<file path="src/rtl/fei4_rx_record_packer.sv">
// Packs decoded FEI4 link bytes into 24-bit records framed by SOF/EOF K-characters,
// buffers one completed word for the downstream FIFO and counts drops and framing errors.
module fei4_rx_record_packer #(
    parameter logic [7:0] CHANNEL_ID = 8'h00,
    parameter logic [7:0] K_SOF      = 8'hFC,
    parameter logic [7:0] K_EOF      = 8'hBC,
    parameter logic [7:0] K_IDLE     = 8'h3C
) (
    input  logic        clk,
    input  logic        reset,
    input  logic [7:0]  byte_in,
    input  logic        byte_valid,
    input  logic        is_k,
    input  logic        dec_err,
    input  logic        cnt_clear,
    input  logic        fifo_full,
    output logic        fifo_write,
    output logic [31:0] fifo_data,
    output logic        frame_active,
    output logic [15:0] lost_count,
    output logic [7:0]  err_count
);

    typedef enum logic {IDLE, FRAME} state_t;

    state_t      state, state_n;
    logic [1:0]  cnt, cnt_n;
    logic [15:0] partial, partial_n;
    logic        hold_valid, hold_valid_n;
    logic [31:0] hold_data, hold_data_n;
    logic [15:0] lost_n;
    logic [7:0]  err_n;
    logic        err_event, lost_event, complete;

    // Gated by reset so a pending word can never leak out while reset is held.
    assign fifo_write   = hold_valid & ~fifo_full & reset;
    assign fifo_data    = hold_data;
    assign frame_active = (state == FRAME);

    always_ff @(posedge clk) begin
        if (!reset) begin
            state      <= IDLE;
            cnt        <= 2'd0;
            partial    <= 16'd0;
            hold_valid <= 1'b0;
            hold_data  <= 32'd0;
            lost_count <= 16'd0;
            err_count  <= 8'd0;
        end else begin
            state      <= state_n;
            cnt        <= cnt_n;
            partial    <= partial_n;
            hold_valid <= hold_valid_n;
            hold_data  <= hold_data_n;
            lost_count <= lost_n;
            err_count  <= err_n;
        end
    end

    always_comb begin
        state_n      = state;
        cnt_n        = cnt;
        partial_n    = partial;
        hold_valid_n = hold_valid;
        hold_data_n  = hold_data;
        lost_n       = lost_count;
        err_n        = err_count;
        err_event    = 1'b0;
        lost_event   = 1'b0;
        complete     = 1'b0;

        // A decoder error outranks every interpretation of the byte itself.
        if (byte_valid) begin
            if (dec_err) begin
                state_n   = IDLE;
                cnt_n     = 2'd0;
                err_event = 1'b1;
            end else if (state == IDLE) begin
                if (is_k && byte_in == K_SOF) begin
                    state_n = FRAME;
                    cnt_n   = 2'd0;
                end
            end else if (!is_k) begin
                if (cnt == 2'd2) begin
                    complete = 1'b1;
                    cnt_n    = 2'd0;
                end else begin
                    cnt_n     = cnt + 2'd1;
                    partial_n = {partial[7:0], byte_in};
                end
            end else if (byte_in == K_EOF) begin
                state_n   = IDLE;
                cnt_n     = 2'd0;
                err_event = (cnt != 2'd0);
            end else if (byte_in == K_SOF) begin
                cnt_n     = 2'd0;
                err_event = (cnt != 2'd0);
            end else if (byte_in != K_IDLE) begin
                state_n   = IDLE;
                cnt_n     = 2'd0;
                err_event = 1'b1;
            end
        end

        // The holding register accepts a new record in the same cycle it drains.
        if (complete) begin
            if (!hold_valid || fifo_write) begin
                hold_valid_n = 1'b1;
                hold_data_n  = {CHANNEL_ID, partial, byte_in};
            end else begin
                lost_event = 1'b1;
            end
        end else if (fifo_write) begin
            hold_valid_n = 1'b0;
        end

        if (cnt_clear) begin
            lost_n = 16'd0;
            err_n  = 8'd0;
        end else begin
            if (lost_event && lost_count != 16'hFFFF)
                lost_n = lost_count + 16'd1;
            if (err_event && err_count != 8'hFF)
                err_n = err_count + 8'd1;
        end
    end

endmodule

</file>
<file path="config.mk">
export PLATFORM = sky130hd
export DESIGN_NAME = fei4_rx_record_packer
export DESIGN_NICKNAME = d
export VERILOG_FILES = /design/src/rtl/fei4_rx_record_packer.sv
export SDC_FILE = /design/constraint.sdc
export NUM_CORES = 1
export LEC_CHECK = 0
export ABC_AREA = 1
export CORE_MARGIN = 4
export CORE_UTILIZATION = 50
export CTS_CLUSTER_SIZE = 28
export DETAILED_ROUTE_END_ITERATION = 10
export GPL_ROUTABILITY_DRIVEN = 0
export PLACE_DENSITY_LB_ADDON = 0.25
export SLEW_MARGIN = 0
export SYNTH_ARGS = -nofsm -noshare
export SYNTH_HDL_FRONTEND = slang
export SYNTH_SLANG_ARGS = --single-unit
</file>
<file path="constraint.sdc">
create_clock -name clk -period 1.8 [get_ports clk]
set_input_delay 0.27 -clock clk [delete_from_list [all_inputs] [get_ports clk]]
set_output_delay 0.27 -clock clk [all_outputs]
set_load 0.03 [all_outputs]
</file>
==> results of run 1 <==
metal layers:
metal	wire, um	track usage
met5	0	0
met4	101	0.07224
met3	362	0.04541
met2	3652	0.3506
met1	3123	0.2392
worst register-to-register path: cells and delay by family (launching register included):
kind                       cells  cell delay (ps)
DFF                            1              390
buffers and inverters          1              170
AOI/OAI and AO/OA              1              160
and+or+nand+nor                5              640
adders and majority gates      1              220
kinds of logic after synthesis:
logic type | after synthesis
compound gates | 98
buf+inv | 72
fa+ha+maj | 2
simple gates | 170
other cells | 1
xor+xnor | 14
flops | 68
timing repair:
item                                    4_1_cts  5_1_grt
endpoints found under the hold margin         0        0
buffers inserted                              0        0
resized for setup                             0       10
endpoints found under the setup margin        0       17
hold buffers                                  0        0
registers in the layout, summed over array words and instances (netlist names):
| register | flops |
|---|---|
| lost_count | 16 |
| frame_active | 1 |
| hold_valid | 1 |
| err_count | 8 |
| partial | 16 |
| cnt | 2 |
| fifo_data | 24 |
how the worst min path moves through the flow:
stage                        startpoint       endpoint  slack, ps  cells past startpoint
after floorplan              byte_in[7]     partial[7]        400                      2
after global placement    fifo_data[18]  fifo_data[18]        430                      2
after detailed placement  fifo_data[10]  fifo_data[10]        430                      2
after CTS                 fifo_data[10]  fifo_data[10]        440                      2
after global routing      fifo_data[10]  fifo_data[10]        460                      2
final                     fifo_data[10]  fifo_data[10]        440                      2
placed cells by master, fill, tap and decap left out, types with 2 or more instances in the layout:
master	Yosys	final
nand2_1	61	61
dfxtp_1	68	68
nand3_2	2	3
conb_1	1	8
clkbuf_8	0	11
nor3_1	6	6
nand2_2	4	4
a21oi_2	4	4
buf_4	8	28
inv_1	45	45
nor3b_1	2	2
clkdlybuf4s50_1	0	54
a21oi_1	46	46
xor2_1	12	12
ha_1	2	2
xnor2_1	2	2
dlymetal6s2s_1	0	9
nand3_1	17	16
bufinv_16	0	2
nand4_1	13	13
o21ai_0	47	47
inv_2	3	3
nor2_1	59	59
cell type report:
type | instances | area, um2 | area share
Inverter | 48 | 180.2 | 0.04276
Clock inverter | 5 | 82.58 | 0.01960
Sequential cell | 68 | 1361 | 0.3230
Timing Repair Buffer | 92 | 883.3 | 0.2096
Multi-Input combinational cell | 292 | 1461 | 0.3468
Clock buffer | 11 | 151.4 | 0.03593
Tap cell | 75 | 93.84 | 0.02227
per-stage QoR:
step	instance area, um2	total power, W	TNS, ps	util
floorplan	3139	0.001637	0	-
global placement	3953	0.001709	-565.4	0.6598
detailed placement	3953	0.001712	-1167	0.6598
CTS	4187	0.003138	0	0.6988
global route	4214	0.003216	0	0.7034
finish	4214	0.003105	0	0.7034
power by group through the flow:
| stage | registers, W | clock network, W | logic [W] |
|---|---|---|---|
| final | 0.00151 | 0.00143 | 0.000170 |
| after global routing | 0.00151 | 0.00152 | 0.000188 |
| after CTS | 0.00151 | 0.00146 | 0.000170 |
| after detailed placement | 0.00154 | 0 | 0.000169 |
| after global placement | 0.00154 | 0 | 0.000167 |
| after floorplan | 0.00154 | 0 | 0.0000934 |
==> reports/summary.txt, run 1 <==
Critical Path Sink = lost_count[0]
1st-iter DRT viols = 162
Seq cells post-synth = 68
row cnt = 28
port bufs = 64
All-Layer GR Usage = 0.2005
worst-path cell chain = buf_4 -> clkdlybuf4s50_1
core box area = 0.005991 mm2
post-synthesis mux area share = 0
RSZ-0062 raised after global routing = false
fin crit period = 1741 ps
Starting Density = 0.5196
switching power = 0.0006694 W
main combinational cell family by area after synthesis = simple AND/OR/NAND/NOR gates
die area = 0.007552 mm2
main flop type after synthesis = dfxtp_1
ANT cells = 0
hpwl dp = 5290 um
Crit Reg-Reg Endpoint = lost_count[8]
Synth Area in Adders = 0.008039
maximum root-to-sink buffer count = 2
Yosys cell types = 30
WL/cell = 12.25 um
setup ws final = 58.56 ps
CP required = 1530 ps
Post-Syn Area = 0.003113 mm2
pre-CTS setup slack = -93.86 ps
# IOs = 73
Static Leak = 1.798 nW
share of cells above drive strength 1 = 0.1260
top post-synthesis cells by area = dfxtp_1, o21ai_0, a21oi_1, nand2_1, nor2_1
critical path arrival = 1470 ps
final setup fails = 0
Final Non-Filler Cells = 591
FF-to-FF setup slack = 140 ps
Max Cap Viol = 0
Num CTS Buffers = 9
internal power = 0.002436 W
simple-gate share of the synthesized area = 0.2472
maximum clock rate = 574.2 MHz
final hold viol count = 0
post-synthesis compound-gate area fraction = 0.1636
CP Max Fanout = 4
combinational share of power = 0.055
Synth Instances = 425
TritonCTS clock tree = built
VDD IR-drop max = 0.4213 mV
Final ANT Viol Nets = 0
asr flop ratio synth = 0
Die Wd = 86.91 um
total routed wirelength = 7240 um
Synth area leader = dfxtp_1
Critical Path Start = lost_count[0]
Worst setup EP type = output pin
Critical Path Source Type = register
number of synthesized flops with an enable pin = 0
Min Hold Slack = 442.0 ps
GRT Residual Overflow = 0
TritonCTS Sinks = 68
number of cells on the critical path = 2
Min-Delay Path Class = register to register
Synth Area in XOR/XNOR = 0.03939
largest net degree at the start of global routing = 49
1st-pass router iterations = 4
Cells after DPL = 575
Clk pwr share = 0.460
vias in the first global route = 2865
Synth top area share = 0.4373
critical path's slowest cell = clkdlybuf4s50_1
CP delay by family, top = buffers and inverters
Die Y-Extent = 86.91 um
vias per cell = 5.090
crit-path max cell delay = 660 ps
Final Skew = 9.168 ps
vias post-DR = 3008
r2r startpoint = lost_count[1]
fin nets = 528
Clock Pin Slew Worst Setup and Hold Paths = 70 ps
status = finished clean
DRC Markers = 0
ratio of final minimum period to clock period = 0.9675
root buf cell = clkbuf_8
H-tree depth = 3
worst path bufs/invs = 2
Syn. warnings = 0
initial antenna violation count = 0
fin. max-slew vios = 0
Synth top cells by count = dfxtp_1, nand2_1, nor2_1
Worst Reg2Reg Path Length in Cells = 8
Skew-Pair Late Insertion Delay = 330 ps
first-pass GRT wire length = 12220 um
Sw Ratio = 0.2156
Area Growth Syn to Fin = 35.37%
PD cells = 736.8 mW/mm2
crit path kind = register to output pin
sequential fraction of the synthesis area = 0.4373
Fillers = 501
syn_area_per_cell = 7.325 um2
most common cell in the netlist = dfxtp_1
sequential share of power = 0.485
(Power assumes the default switching activity.)
==> inputs of run 2 (changes only) <==
- CORE_UTILIZATION: 50 -> 49
==> run 2 against run 1 <==
Net effect: non-clock buffer count down 1; hold slack better by 2.3 ps; wire length up 3.6%; first-iteration DRC count down 39%; register-to-register slack better by 40 ps; critical path type unchanged; largest cell class unchanged; highest routed layer unchanged.
==> reports/summary.txt, run 2 (synthesis results as in run 1) <==
All-Layer GR Usage = 0.2043 (+0.003782)
DRC Markers = 0 (unchanged)
commonest non-fill, non-tap cell in the layout = dfxtp_1
total power = 0.003092 W (-0.42%)
Final ANT Viol Nets = 0 (unchanged)
worst path bufs/invs = 1 (-1)
ratio of final minimum period to clock period = 0.9847 (+0.01726)
CP required = 1530 ps (about the same)
1st-pass router iterations = 4 (unchanged)
Die Y-Extent = 87.71 um (+0.92%)
setup ws final = 27.49 ps (-31.07 ps)
largest net degree at the start of global routing = 49 (unchanged)
Static Leak = 1.757 nW (-2.2%)
critical path arrival = 1500 ps (+30 ps)
initial antenna violation count = 0 (unchanged)
WL/cell = 12.71 um (+3.8%)
Worst Reg2Reg Path Length in Cells = 8 (unchanged)
vias per cell = 5.119 (+0.57%)
CP delay by family, top = buffers and inverters
total routed wirelength = 7501 um (+3.6%)
1st-iter DRT viols = 99 (-39%)
hold depth = 2 (unchanged)
status = finished clean
Fillers = 500 (-0.20%)
Min Hold Slack = 444.3 ps (+2.302 ps)
ANT cells = 0 (unchanged)
fin. max-slew vios = 0 (unchanged)
Max Cap Viol = 0 (unchanged)
VDD IR-drop max = 0.6456 mV (+53%)
setup TNS = 0 ps (unchanged)
hold_buf cts = 0 (unchanged)
Worst Hold End = fifo_data[20]
final setup fails = 0 (unchanged)
Num CTS Buffers = 9 (unchanged)
share of cells above drive strength 1 = 0.1243 (-0.001697)
hpwl dp = 5300 um (+0.18%)
Skew-Pair Late Insertion Delay = 350 ps (+20 ps)
vias post-DR = 3020 (+0.40%)
PD cells = 736.4 mW/mm2 (about the same)
Critical Path Source Type = register
vias in the first global route = 2886 (+0.73%)
TritonCTS clock tree = built
# IOs = 73 (unchanged)
CP Max Fanout = 6 (+2)
crit-path max cell delay = 720 ps (+60 ps)
Final Skew = 10.58 ps (+1.411 ps)
most frequent cells in the layout = dfxtp_1, nand2_1, nor2_1
Area Growth Syn to Fin = 34.89%
Min-Delay Path Class = register to register
Worst setup EP type = output pin
TritonCTS Sinks = 68 (unchanged)
Cells after DPL = 574 (-0.17%)
r2r startpoint = lost_count[0]
first-pass GRT wire length = 12420 um (+1.6%)
Crit Reg-Reg Endpoint = lost_count[0]
worst-path cell chain = clkdlybuf4s50_1
root buf cell = clkbuf_8
fin crit period = 1773 ps (+31.07 ps)
H-tree depth = 3 (unchanged)
pre-CTS setup slack = -163.0 ps (-69.14 ps)
Clock Pin Slew Worst Setup and Hold Paths = 80 ps (about the same)
port bufs = 64 (unchanged)
Setup Buffers After CTS = 0 (unchanged)
crit path kind = register to output pin
Final Non-Filler Cells = 590 (-0.17%)
maximum root-to-sink buffer count = 2 (unchanged)
number of cells on the critical path = 1 (-1)
Starting Density = 0.5166 (-0.003021)
critical path's slowest cell = clkdlybuf4s50_1
die area = 0.007692 mm2 (+1.8%)
row cnt = 28 (unchanged)
max reg flops = 24 (unchanged)
GRT Residual Overflow = 0 (unchanged)
fin nets = 527 (-0.19%)
RSZ-0062 raised after global routing = false
core box area = 0.006026 mm2 (+0.58%)
FF-to-FF setup slack = 180 ps (+40 ps)
maximum clock rate = 564.2 MHz (-1.8%)
Die Wd = 87.71 um (+0.92%)
final hold viol count = 0 (unchanged)
Hold Path Origin = fifo_data[20]
-- run 2: changes by cell type in the layout (fill, tap and decap cells not counted) --
| cell | change |
|---|---|
| clkbuf_8 | -2 |
| dlygate4sd2_1 | +2 |
| dlymetal6s2s_1 | -2 |
| buf_4 | -1 |
| clkinvlp_4 | +1 |
| inv_2 | -1 |
| inv_4 | +1 |
| inv_6 | +1 |
| nand2_4 | -1 |
| nand2_8 | +1 |
-- run 2: stage by stage --
stage / util / area, um2
2_1_floorplan: - / 3139
3_3_place_gp: 0.6547 / 3945
3_5_place_dp: 0.6547 / 3945
4_1_cts: 0.6912 / 4165
5_1_grt: 0.6968 / 4199
6_report: 0.6968 / 4199
-- run 2: how the worst max path moves through the flow --
stage	from	endpoint	slack, ps
2_1_floorplan	lost_count[0]	lost_count[1]	9
3_3_place_gp	is_k	lost_count[3]	-60
3_5_place_dp	dec_err	lost_count[6]	-160
4_1_cts	err_count[6]	err_count[6]	10
5_1_grt	lost_count[1]	lost_count[1]	0.9
6_report	lost_count[13]	lost_count[13]	30
-- run 2: cell type report --
class	count	area, um2	share of cell area
multi-input combinational	292	1470	0.3501
sequential	68	1361	0.3242
timing repair buffer	91	868.3	0.2068
inverter	48	182.7	0.04350
clock buffer	9	123.9	0.02950
clock inverter	7	98.84	0.02354
tap	75	93.84	0.02235
-- run 2: per-layer routing --
metal,GRT usage,up-vias,wire (um)
met4,0.08229,0,149
li1,-,1537,-
met2,0.3377,95,3615
met5,0,-,0
met3,0.05456,15,481
met1,0.2525,1373,3255
-- run 2: timing repair --
action,CTS,global route
pin swaps,0,0
setup endpoints to repair,2,15
resized for setup,2,11
-- run 2: power by group --
group / leakage (nW) / total (W) / internal, W / switching [W]
logic: 1.10 / 0.000168 / 0.0000666 / 0.000101
clock network: 0.110 / 0.00142 / 0.000789 / 0.000628
registers: 0.548 / 0.00151 / 0.00150 / 0.00000177
==> inputs of run 3 (changes only) <==
- CAP_MARGIN: default -> 0
- SETUP_SLACK_MARGIN: default -> 0.1
==> run 3 against run 2 <==
Net effect: via count up 2.2%; clock power about the same; fmax grew 7.0%; power about the same; non-clock buffer count grew 7; critical path depth unchanged; wire length increased by 2.7%; utilization grew 1.5 points; global-route usage grew 0.12 points; register-to-register slack better by 40 ps; clock-buffer cell count rose by 1; combinational power is essentially flat; critical endpoint is now lost_count[1]; largest cell class unchanged.
==> reports/summary.txt, run 3 (synthesis results as in run 1) <==
1st-pass router iterations = 5 (+1)
share of cells above drive strength 1 = 0.1549 (+0.03060)
CP Max Fanout = 4 (-2)
fin. max-slew vios = 0 (unchanged)
ANT cells = 0 (unchanged)
1st-iter DRT viols = 117 (+18%)
crit path kind = register to output pin
Num CTS Buffers = 9 (unchanged)
fin crit period = 1656 ps (-116.7 ps)
DRC Markers = 0 (unchanged)
Starting Density = 0.5166 (unchanged)
GRT Residual Overflow = 0 (unchanged)
area of the multi-input gates = 0.001534 mm2 (+4.3%)
TritonCTS clock tree = built
RSZ-0062 raised after global routing = false
largest net degree at the start of global routing = 49 (unchanged)
Static Leak = 1.819 nW (+3.5%)
Worst Reg2Reg Path Length in Cells = 8 (unchanged)
FF-to-FF setup slack = 220 ps (+40 ps)
crit-path max cell delay = 670 ps (-50 ps)
core box area = 0.006026 mm2 (unchanged)
critical path's slowest cell = clkdlybuf4s50_1
worst-path cell chain = clkdlybuf4s50_1
hold_buf cts = 0 (unchanged)
status = finished clean
root buf cell = clkbuf_8
PD cells = 720.7 mW/mm2 (-2.1%)
final hold viol count = 0 (unchanged)
WL/cell = 12.88 um (+1.3%)
number of cells on the critical path = 1 (unchanged)
TritonCTS Sinks = 68 (unchanged)
Final Skew = 12.09 ps (+1.514 ps)
Register Area = 0.001368 mm2 (+0.46%)
maximum root-to-sink buffer count = 2 (unchanged)
CP required = 1530 ps (about the same)
most frequent cells in the layout = dfxtp_1, nand2_1, nor2_1
vias post-DR = 3085 (+2.2%)
die area = 0.007692 mm2 (unchanged)
worst path bufs/invs = 1 (unchanged)
Min Hold Slack = 380.6 ps (-63.74 ps)
Skew-Pair Late Insertion Delay = 350 ps (about the same)
first-pass GRT wire length = 12620 um (+1.6%)
Area Growth Syn to Fin = 37.78%
Clock Pin Slew Worst Setup and Hold Paths = 80 ps (about the same)
initial antenna violation count = 0 (unchanged)
port bufs = 64 (unchanged)
Min-Delay Path Class = input pin to register
final setup fails = 0 (unchanged)
# IOs = 73 (unchanged)
row cnt = 28 (unchanged)
critical path arrival = 1390 ps (-110 ps)
Final ANT Viol Nets = 0 (unchanged)
hpwl dp = 5343 um (+0.82%)
Die Y-Extent = 87.71 um (unchanged)
maximum clock rate = 603.9 MHz (+7.0%)
max reg flops = 24 (unchanged)
Worst setup EP type = output pin
commonest non-fill, non-tap cell in the layout = dfxtp_1
All-Layer GR Usage = 0.2054 (+0.001172)
CP delay by family, top = buffers and inverters
total routed wirelength = 7701 um (+2.7%)
Fillers = 484 (-3.2%)
Critical Path Source Type = register
H-tree depth = 3 (unchanged)
hold depth = 4 (+2)
vias in the first global route = 2836 (-1.7%)
fin nets = 535 (+1.5%)
Max Cap Viol = 0 (unchanged)
VDD IR-drop max = 0.4680 mV (-28%)
vias per cell = 5.159 (+0.79%)
setup TNS = 0 ps (unchanged)
Die Wd = 87.71 um (unchanged)
ratio of final minimum period to clock period = 0.9199 (-0.06484)
## run 3: area by class of cell
| class | instances | share of cell area |
|---|---|---|
| timing repair buffer | 98 | 0.2068 |
| tap | 75 | 0.02188 |
| multi-input combinational | 293 | 0.3576 |
| sequential | 68 | 0.3188 |
| clock buffer | 10 | 0.03209 |
| clock inverter | 6 | 0.02013 |
| inverter | 48 | 0.04259 |
## run 3: routing by layer
| layer | track usage | wire length (um) |
|---|---|---|
| met1 | 0.2611 | 3341 |
| met4 | 0.08787 | 132 |
| met2 | 0.3363 | 3745 |
| met5 | 0 | 0 |
| met3 | 0.04421 | 482 |
## run 3: worst paths after layout
kind | startpoint | endpoint
worst max register to register | lost_count[1] | lost_count[7]
worst min register to register | fifo_data[20] | fifo_data[20]
worst max-delay path | lost_count[1] | lost_count[1]
worst min-delay path | reset | frame_active
## run 3: timing repair
action | CTS | global route
buffers inserted | 2 | 6
pin swaps | 1 | 4
endpoints found under the setup margin | 27 | 28
gates resized for setup | 24 | 19
cloned | 0 | 1
## run 3: report_power, final
group | leakage, nW | internal, W | switching, W
clock network | 0.113 | 0.000818 | 0.000598
registers | 0.549 | 0.00150 | 0.00000174
logic | 1.16 | 0.0000681 | 0.000102
## run 3: stage by stage
step	std cells	util	power, W	worst slack [ps]	cell area [um2]
6_report	598	0.7118	0.003091	144.2	4289
5_1_grt	598	0.7118	0.003187	86.72	4289
4_1_cts	591	0.6885	0.003101	84.47	4149
3_5_place_dp	573	0.6539	0.001709	-136.2	3940
3_3_place_gp	573	0.6539	0.001707	-69.26	3940
2_1_floorplan	432	-	0.001637	123.6	3142
